### src/rtl/seq_counter_ctrl_if.sv
// Request/status bundle between a stimulus source and seq_counter_ctrl.
// master drives requests and observes x/status; slave is the controller side.
interface seq_counter_ctrl_if #(
    parameter int WIDTH = 8
);
    logic             start;
    logic [WIDTH-1:0] start_val;
    logic [WIDTH-1:0] limit;
    logic             en;
    logic             abort;
    logic             done_ack;
    logic [WIDTH-1:0] x;
    logic             busy;
    logic             done;
    logic             err;

    modport master (
        output start, start_val, limit, en, abort, done_ack,
        input  x, busy, done, err
    );

    modport slave (
        input  start, start_val, limit, en, abort, done_ack,
        output x, busy, done, err
    );
endinterface

### src/rtl/seq_counter_ctrl.sv
// Sequences an up-counter x from a loaded start value to a latched limit,
// then holds done until acknowledged. Supports pause, abort and rejection.
module seq_counter_ctrl #(
    parameter int WIDTH = 8
) (
    input logic              clk,
    input logic              rst_n,
    seq_counter_ctrl_if.slave bus
);
    typedef enum logic [1:0] {
        IDLE = 2'd0,
        RUN  = 2'd1,
        DONE = 2'd2
    } state_t;

    state_t           state;
    logic [WIDTH-1:0] limit_q;

    always_ff @(posedge clk or negedge rst_n) begin
        if (!rst_n) begin
            state    <= IDLE;
            bus.x    <= '0;
            limit_q  <= '0;
            bus.busy <= 1'b0;
            bus.done <= 1'b0;
            bus.err  <= 1'b0;
        end else begin
            bus.err <= 1'b0;
            unique case (state)
                IDLE: begin
                    if (bus.start) begin
                        if (bus.start_val <= bus.limit) begin
                            bus.x    <= bus.start_val;
                            limit_q  <= bus.limit;
                            state    <= RUN;
                            bus.busy <= 1'b1;
                        end else begin
                            bus.err <= 1'b1;
                        end
                    end
                end
                RUN: begin
                    // abort outranks reaching the limit
                    if (bus.abort) begin
                        state    <= IDLE;
                        bus.busy <= 1'b0;
                    end else if (bus.x == limit_q) begin
                        state    <= DONE;
                        bus.busy <= 1'b0;
                        bus.done <= 1'b1;
                    end else if (bus.en) begin
                        bus.x <= bus.x + 1'b1;
                    end
                end
                DONE: begin
                    if (bus.done_ack) begin
                        state    <= IDLE;
                        bus.done <= 1'b0;
                    end
                end
                default: begin
                    state    <= IDLE;
                    bus.busy <= 1'b0;
                    bus.done <= 1'b0;
                end
            endcase
        end
    end

    a_busy_done_excl: assert property (
        @(posedge clk) disable iff (!rst_n) !(bus.busy && bus.done));

    a_x_in_range: assert property (
        @(posedge clk) disable iff (!rst_n)
        (state == RUN) |-> (bus.x <= limit_q));

    a_x_step: assert property (
        @(posedge clk) disable iff (!rst_n)
        (bus.x != $past(bus.x)) |->
            ((bus.x == WIDTH'($past(bus.x) + 1'b1))
             || $past(state == IDLE && bus.start)));
endmodule

### src/flat_wrapper.sv
// flat-port wrapper written by rule: the top's interface ports become plain ports
module seq_counter_ctrl_flat 
#(
    parameter int WIDTH = 8
)
  (clk, rst_n, bus_start, bus_start_val, bus_limit, bus_en, bus_abort, bus_done_ack, bus_x, bus_busy, bus_done, bus_err);
  seq_counter_ctrl_if #(.WIDTH(WIDTH)) bus_i ();
  input logic clk;
  input logic rst_n;
  input wire logic [$bits(bus_i.start)-1:0] bus_start;
  input wire logic [$bits(bus_i.start_val)-1:0] bus_start_val;
  input wire logic [$bits(bus_i.limit)-1:0] bus_limit;
  input wire logic [$bits(bus_i.en)-1:0] bus_en;
  input wire logic [$bits(bus_i.abort)-1:0] bus_abort;
  input wire logic [$bits(bus_i.done_ack)-1:0] bus_done_ack;
  output wire logic [$bits(bus_i.x)-1:0] bus_x;
  output wire logic [$bits(bus_i.busy)-1:0] bus_busy;
  output wire logic [$bits(bus_i.done)-1:0] bus_done;
  output wire logic [$bits(bus_i.err)-1:0] bus_err;
  assign bus_i.start = bus_start;
  assign bus_i.start_val = bus_start_val;
  assign bus_i.limit = bus_limit;
  assign bus_i.en = bus_en;
  assign bus_i.abort = bus_abort;
  assign bus_i.done_ack = bus_done_ack;
  assign bus_x = bus_i.x;
  assign bus_busy = bus_i.busy;
  assign bus_done = bus_i.done;
  assign bus_err = bus_i.err;
  seq_counter_ctrl #(.WIDTH(WIDTH)) u_core (.clk(clk), .rst_n(rst_n), .bus(bus_i));
endmodule
### config.mk
export PLATFORM = sky130hd
export DESIGN_NAME = seq_counter_ctrl_flat
export DESIGN_NICKNAME = d
export VERILOG_FILES = /design/src/rtl/seq_counter_ctrl_if.sv /design/src/rtl/seq_counter_ctrl.sv /design/src/flat_wrapper.sv
export SDC_FILE = /design/constraint.sdc
export NUM_CORES = 1
export LEC_CHECK = 0
export ABC_AREA = 1
export CORE_UTILIZATION = 40
export CTS_CLUSTER_SIZE = 25
export DETAILED_ROUTE_END_ITERATION = 8
export PLACE_DENSITY = 0.65
export REMOVE_ABC_BUFFERS = 1
export SLEW_MARGIN = 30
export SYNTH_ARGS = -nofsm -noshare
export SYNTH_HDL_FRONTEND = slang
export SYNTH_SLANG_ARGS = --single-unit
export TNS_END_PERCENT = 1
### constraint.sdc
create_clock -name clk -period 2.1 [get_ports clk]
set_clock_uncertainty 0.2 [all_clocks]
set_input_delay 0.63 -clock clk [delete_from_list [all_inputs] [get_ports clk]]
set_output_delay 0.63 -clock clk [all_outputs]
set_load 0.005 [all_outputs]
======== Word level (Yosys, flattened, before mapping) ========
Index checks and enable logic that the tools add are counted.
W data, S select, Z words.
storage, ports and cells
  register bits after elaboration ......... 21
  latch bits .............................. 0
  bits in writable memories ............... 0
  ROM bits ................................ 0
  bits of input ports ..................... 22
  output and inout port bits .............. 11
  word-level logic and storage cells ...... 52
  memories kept ........................... 0
operators by class
  add/subtract/negate cells ............... 1
  multipliers ............................. 0
  div/mod/pow operators ................... 0
  $lt $le $gt $ge ......................... 1
  equality and inequality tests ........... 11
  shift operators ......................... 0
  muxes and demuxes ....................... 24
  bitwise operators ....................... 2
  reductions and logical operators ........ 7
operators with widths
  kind                   number
  $mux W8                5
  $pmux W8 S2            1
  $reduce_and A4 Y1      3
  $mux W1                10
  $mux W2                5
  $ne A2 B2 Y1 const B   5
  $add A8 B1 Y8 const B  1
  $eq A8 B8 Y1           1
  $le A8 B8 Y1           1
  $pmux W1 S3            2
  $pmux W2 S3            1
  $reduce_and A6 Y1      1
  $ne A2 B1 Y1 const B   2
  $ne A3 B2 Y1 const B   1
  $reduce_and A3 Y1      1
  $eq A2 B1 Y1 const B   1
  $eq A2 B2 Y1 const B   1
  $logic_not A2 Y1       1
  $not A1 Y1             2
  $reduce_bool A2 Y1     1

======== Longest topological paths before layout ========
  word-level depth ........................ 5
  depth in mapped cells ................... 14

======== Least setup slack after synthesis ========
Ideal clock, no wire load.
  kind .................................... in2reg
  start ................................... input bus_limit[7]
  end ..................................... register u_core.limit_q[6]
  setup time .............................. 121 ps
  arrival time ............................ 1739 ps
  required time ........................... 1779 ps
  setup slack ............................. 40 ps
  stages .................................. 10
  buffers on the path ..................... 1
  cells stage by stage .................... inv_1 > ha_1 > a21o_1 > nor2_1 > nand2_2 > nand2_1 > nand2_2 > buf_6 > nand2_1 > o21ai_1
between the ends
  longest elaborated chain between the ends .. 2
RTL lines
  item                         RTL line                RTL
  start, declared              flat_wrapper.sv:12      input wire logic [$bits(bus_i.limit)-1:0] bus_limit;
  $le A8 B8 Y1                 seq_counter_ctrl.sv:32  if (bus.start_val <= bus.limit) begin
  $reduce_and A3 Y1 (no line)  n/a
  end signal, assigned         seq_counter_ctrl.sv:34  limit_q <= bus.limit;
  end, declared                seq_counter_ctrl.sv:17  logic [WIDTH-1:0] limit_q;
Every way passes these cells.
A chain may end at the register's enable or synchronous reset.

======== Final worst setup path ========
  start ................................... input bus_limit[5]
  end ..................................... register u_core.limit_q[5]
between the ends
  longest elaborated chain between the ends .. 2
RTL lines
  item                         RTL line
  $le A8 B8 Y1                 seq_counter_ctrl.sv:32
  $reduce_and A3 Y1 (no line)  n/a
Parallel ways exist; a longest one is shown, timed or not.

==> flow_summary_export.csv <==
group,metric,value,unit
route,num_vias,1674,
synth,synth-edff-count,0,
synth,yosysSeqAreaShare,33.68,%
setup_path,startpoint_type,"primary input",
floorplan,core,3689,µm²
layout,multi_input_area,1018,µm²
power_and_ir_drop,p_int,1.378,mW
sta,relSlewSlack,78.23,%
setup_path,cp-end-kind,"flip-flop",
route,vias_per_cell,4.953,
setup_path,crit_arrival,2.12,ns
setup_path,crit_chain,"dlygate4sd2_1, inv_2, buf_4, buf_4, buf_4, buf_4, buf_4, buf_4, buf_4, buf_4, buf_4, o21ai_2",
sta,timing.final.crit_share,100.5,%
clock_tree,cts_buffer_depth,2,
power_and_ir_drop,pwr-share-seq,31.2,%
sta,layout_setup_ws,-0.01027,ns
route,drc,0,
synth,syn_inst,216,
status,outcome,"finished with violations",
flow_run,cap_violations,0,
grt,antenna_found_initial,0,
grt,grt_pass1_wl,6982,µm
grt,grt_remaining_overflow,0,
clock_tree,cts_buffers,3,
setup_path,crit_buf_inv,11,
power_and_ir_drop,ir_drop,444.9,µV
setup_path,cp_top_family,"buffers and inverters",
placed_design,gp_congestion,0.8388,
synth,netlist_area,1560,µm²
route,first_pass_iters,4,
layout,ff_latch_area,529.3,µm²
placed_design,port_buffers,32,
sta,tightest_slew,0.3262,ns
clock_tree,cts_tree,"done",
power_and_ir_drop,p_leak,1.233,nW
placed_design,dpl.hpwl,2810,µm
synth,yosys.area.top_type_share,33.68,%
layout,fillCellCount,322,
clock_tree,path_clk_slew,0.09,ns
setup_path,slowest_delay,0.22,ns
synth,synth.largest_area_cell,"dfrtp_1",
layout,n_antenna_cell,0,
synth,synth_area_leaders,"dfrtp_1, nand2_1, ha_1",
placed_design,dp.cells,311,
synth,postSynth.asyncResetShare,100.0,%
sta,finalMaxSlewViolations,0,
clock_tree,clockRootBuffer,"clkbuf_8",
status,violations,"setup timing",
layout,fin_cells,338,
layout,layout-drive-gt1-share,32.07,%
setup_path,critPathKind,"primary input to flip-flop",
power_and_ir_drop,comb_power_share,57.6,%
grt,grt_max_degree,22,
setup_path,cp_max_fo,2,
route,drt_iter0_markers,73,
sta,period_needed,2.110,ns
clock_tree,postCtsHoldBufs,0,
floorplan,ios,33,
power_and_ir_drop,power.total,2.447,mW
setup_path,crit_required,2.11,ns
floorplan,die_width,64.46,µm
sta,rsz0062_at_grt,"true",
synth,synth_flop_cell,"dfrtp_1",
synth,ys_top_cells_by_count,"nand2_1, inv_1, dfrtp_1",
grt,grt_pass1_vias,1586,
sta,fmax,473.9,MHz
sta,hold_viol,0,
synth,synthDistinctLibCells,26,
sta,finalSetupViolCount,1,
synth,syn_area_per_cell,7.223,µm²
synth,synth_most_common_cell,"nand2_1",
layout,synthToLayoutAreaGrowth,54.05,%
floorplan,start_util,42.30,%
power_and_ir_drop,switching_share,43.67,%
worst_hold_path,hp-class,"flip-flop to flip-flop",
setup_path,critical_path.slowest_cell,"dlygate4sd2_1",
sta,hold_ws,0.3215,ns
route,ant_nets,0,
floorplan,fp.dieH,64.46,µm
power_and_ir_drop,power.density,1018,nW/µm²
clock_tree,clk_latency,0.27,ns
setup_path,crit_top_cell,"buf_4",
grt,grt_usage,22.09,%
route,wirelength,4396,µm
power_and_ir_drop,p_clk_share,11.2,%
synth,ys_ff_latch,21,
route,wl_per_cell,13.01,µm
power_and_ir_drop,power_switching,1.069,mW
floorplan,dieArea,4154,µm²
clock_tree,clock-sinks,21,
synth,synth_warnings,0,
layout,nNetsFinal,322,
clock_tree,htreeDepth,1,
floorplan,placementRows,22,
registers in the layout (all words and copies together), names as in the netlist:
signal,flops
u_core.bus.err,1
u_core.state,2
u_core.bus.x,8
u_core.limit_q,8
u_core.bus.done,1
u_core.bus.busy,1
cell families (layout without fill, tap and decap cells):
kind of cell	after synthesis	in the layout	synth area share, %
compound gates	23	23	7.939
xor+xnor	4	4	2.245
fa+ha+maj	9	9	7.217
buf+inv	38	111	10.91
flops	21	21	33.68
simple gates	121	122	38.01
placed cells by master (no fill, tap or decap), drive strengths merged:
cell | synthesis | routed
nand2 | 84 | 84
buf | 3 | 40
inv | 33 | 33
dfrtp | 21 | 21
nor2 | 17 | 17
clkdlybuf4s50 | 0 | 16
dlygate4sd2 | 0 | 16
o21ai | 14 | 14
nand4 | 11 | 11
nand3 | 9 | 10
ha | 9 | 9
a21oi | 7 | 7
xnor2 | 4 | 4
clkbuf | 0 | 3
clkinv | 2 | 3
a21o | 1 | 1
o21bai | 1 | 1
final timing paths:
check	startpoint	endpoint	slack, ns	cells after the start
min reg2reg	u_core.bus.busy	u_core.bus.busy	0.32	2
min	u_core.bus.busy	u_core.bus.busy	0.32	2
max	bus_limit[5]	u_core.limit_q[5]	-0.01	12
max in group asynchronous	rst_n	u_core.bus.x[4]	0.93	2
min in group asynchronous	rst_n	u_core.limit_q[7]	0.51	2
max reg2reg	u_core.state[1]	u_core.bus.x[3]	0.20	8
worst reg2reg max path, delay by kind of cell, from the launching register on:
family        cells  cell delay [ns]
simple gates      6             0.91
flops             1             0.47
buf+inv           2             0.19
layer usage:
layer  vias up  routed length (µm)  global-route usage, %
met5         -                   0                      0
met1       775                1922                  27.49
li1        835                   -                      -
met3         8                 173                  3.521
met4         0                  74                  8.333
met2        56                2226                  38.16
final cells by class:
type                       instances  area share (%)
multi-input combinational        158           42.37
timing repair buffer              72           25.51
sequential                        21           22.02
inverter                          35           5.674
tap                               48           2.499
clock buffer                       3           1.718
clock inverter                     1          0.2082
per-stage QoR:
stage          setup TNS, ns  cell area, µm²  utilization [%]  setup slack [ns]
3_5_place_dp          -10.80            2054            55.70           -0.6133
5_1_grt             -0.06334            2404            65.16          -0.02009
3_3_place_gp          -10.72            2054            55.70           -0.6312
4_1_cts                    0            2359            63.94          0.001447
2_1_floorplan              0            1526                -           0.03442
6_report            -0.01027            2404            65.16          -0.01027
power groups by stage:
stage,registers (mW),clock network [mW],logic [mW]
floorplan,0.766,0,0.772
global placement,0.756,0,1.28
detailed placement,0.763,0,1.29
CTS,0.757,0.278,1.37
global route,0.794,0.296,1.57
finish,0.762,0.275,1.41
timing repair:
| action | 4_1_cts | 5_1_grt |
|---|---|---|
| gates cloned | 1 | 0 |
| endpoints found under the hold margin | 0 | 0 |
| endpoints found under the setup margin | 20 | 22 |
| pin swaps | 20 | 8 |
| buffers inserted | 22 | 0 |
| gates resized for setup | 38 | 9 |
Note: power is estimated with default switching activity, not from simulation.
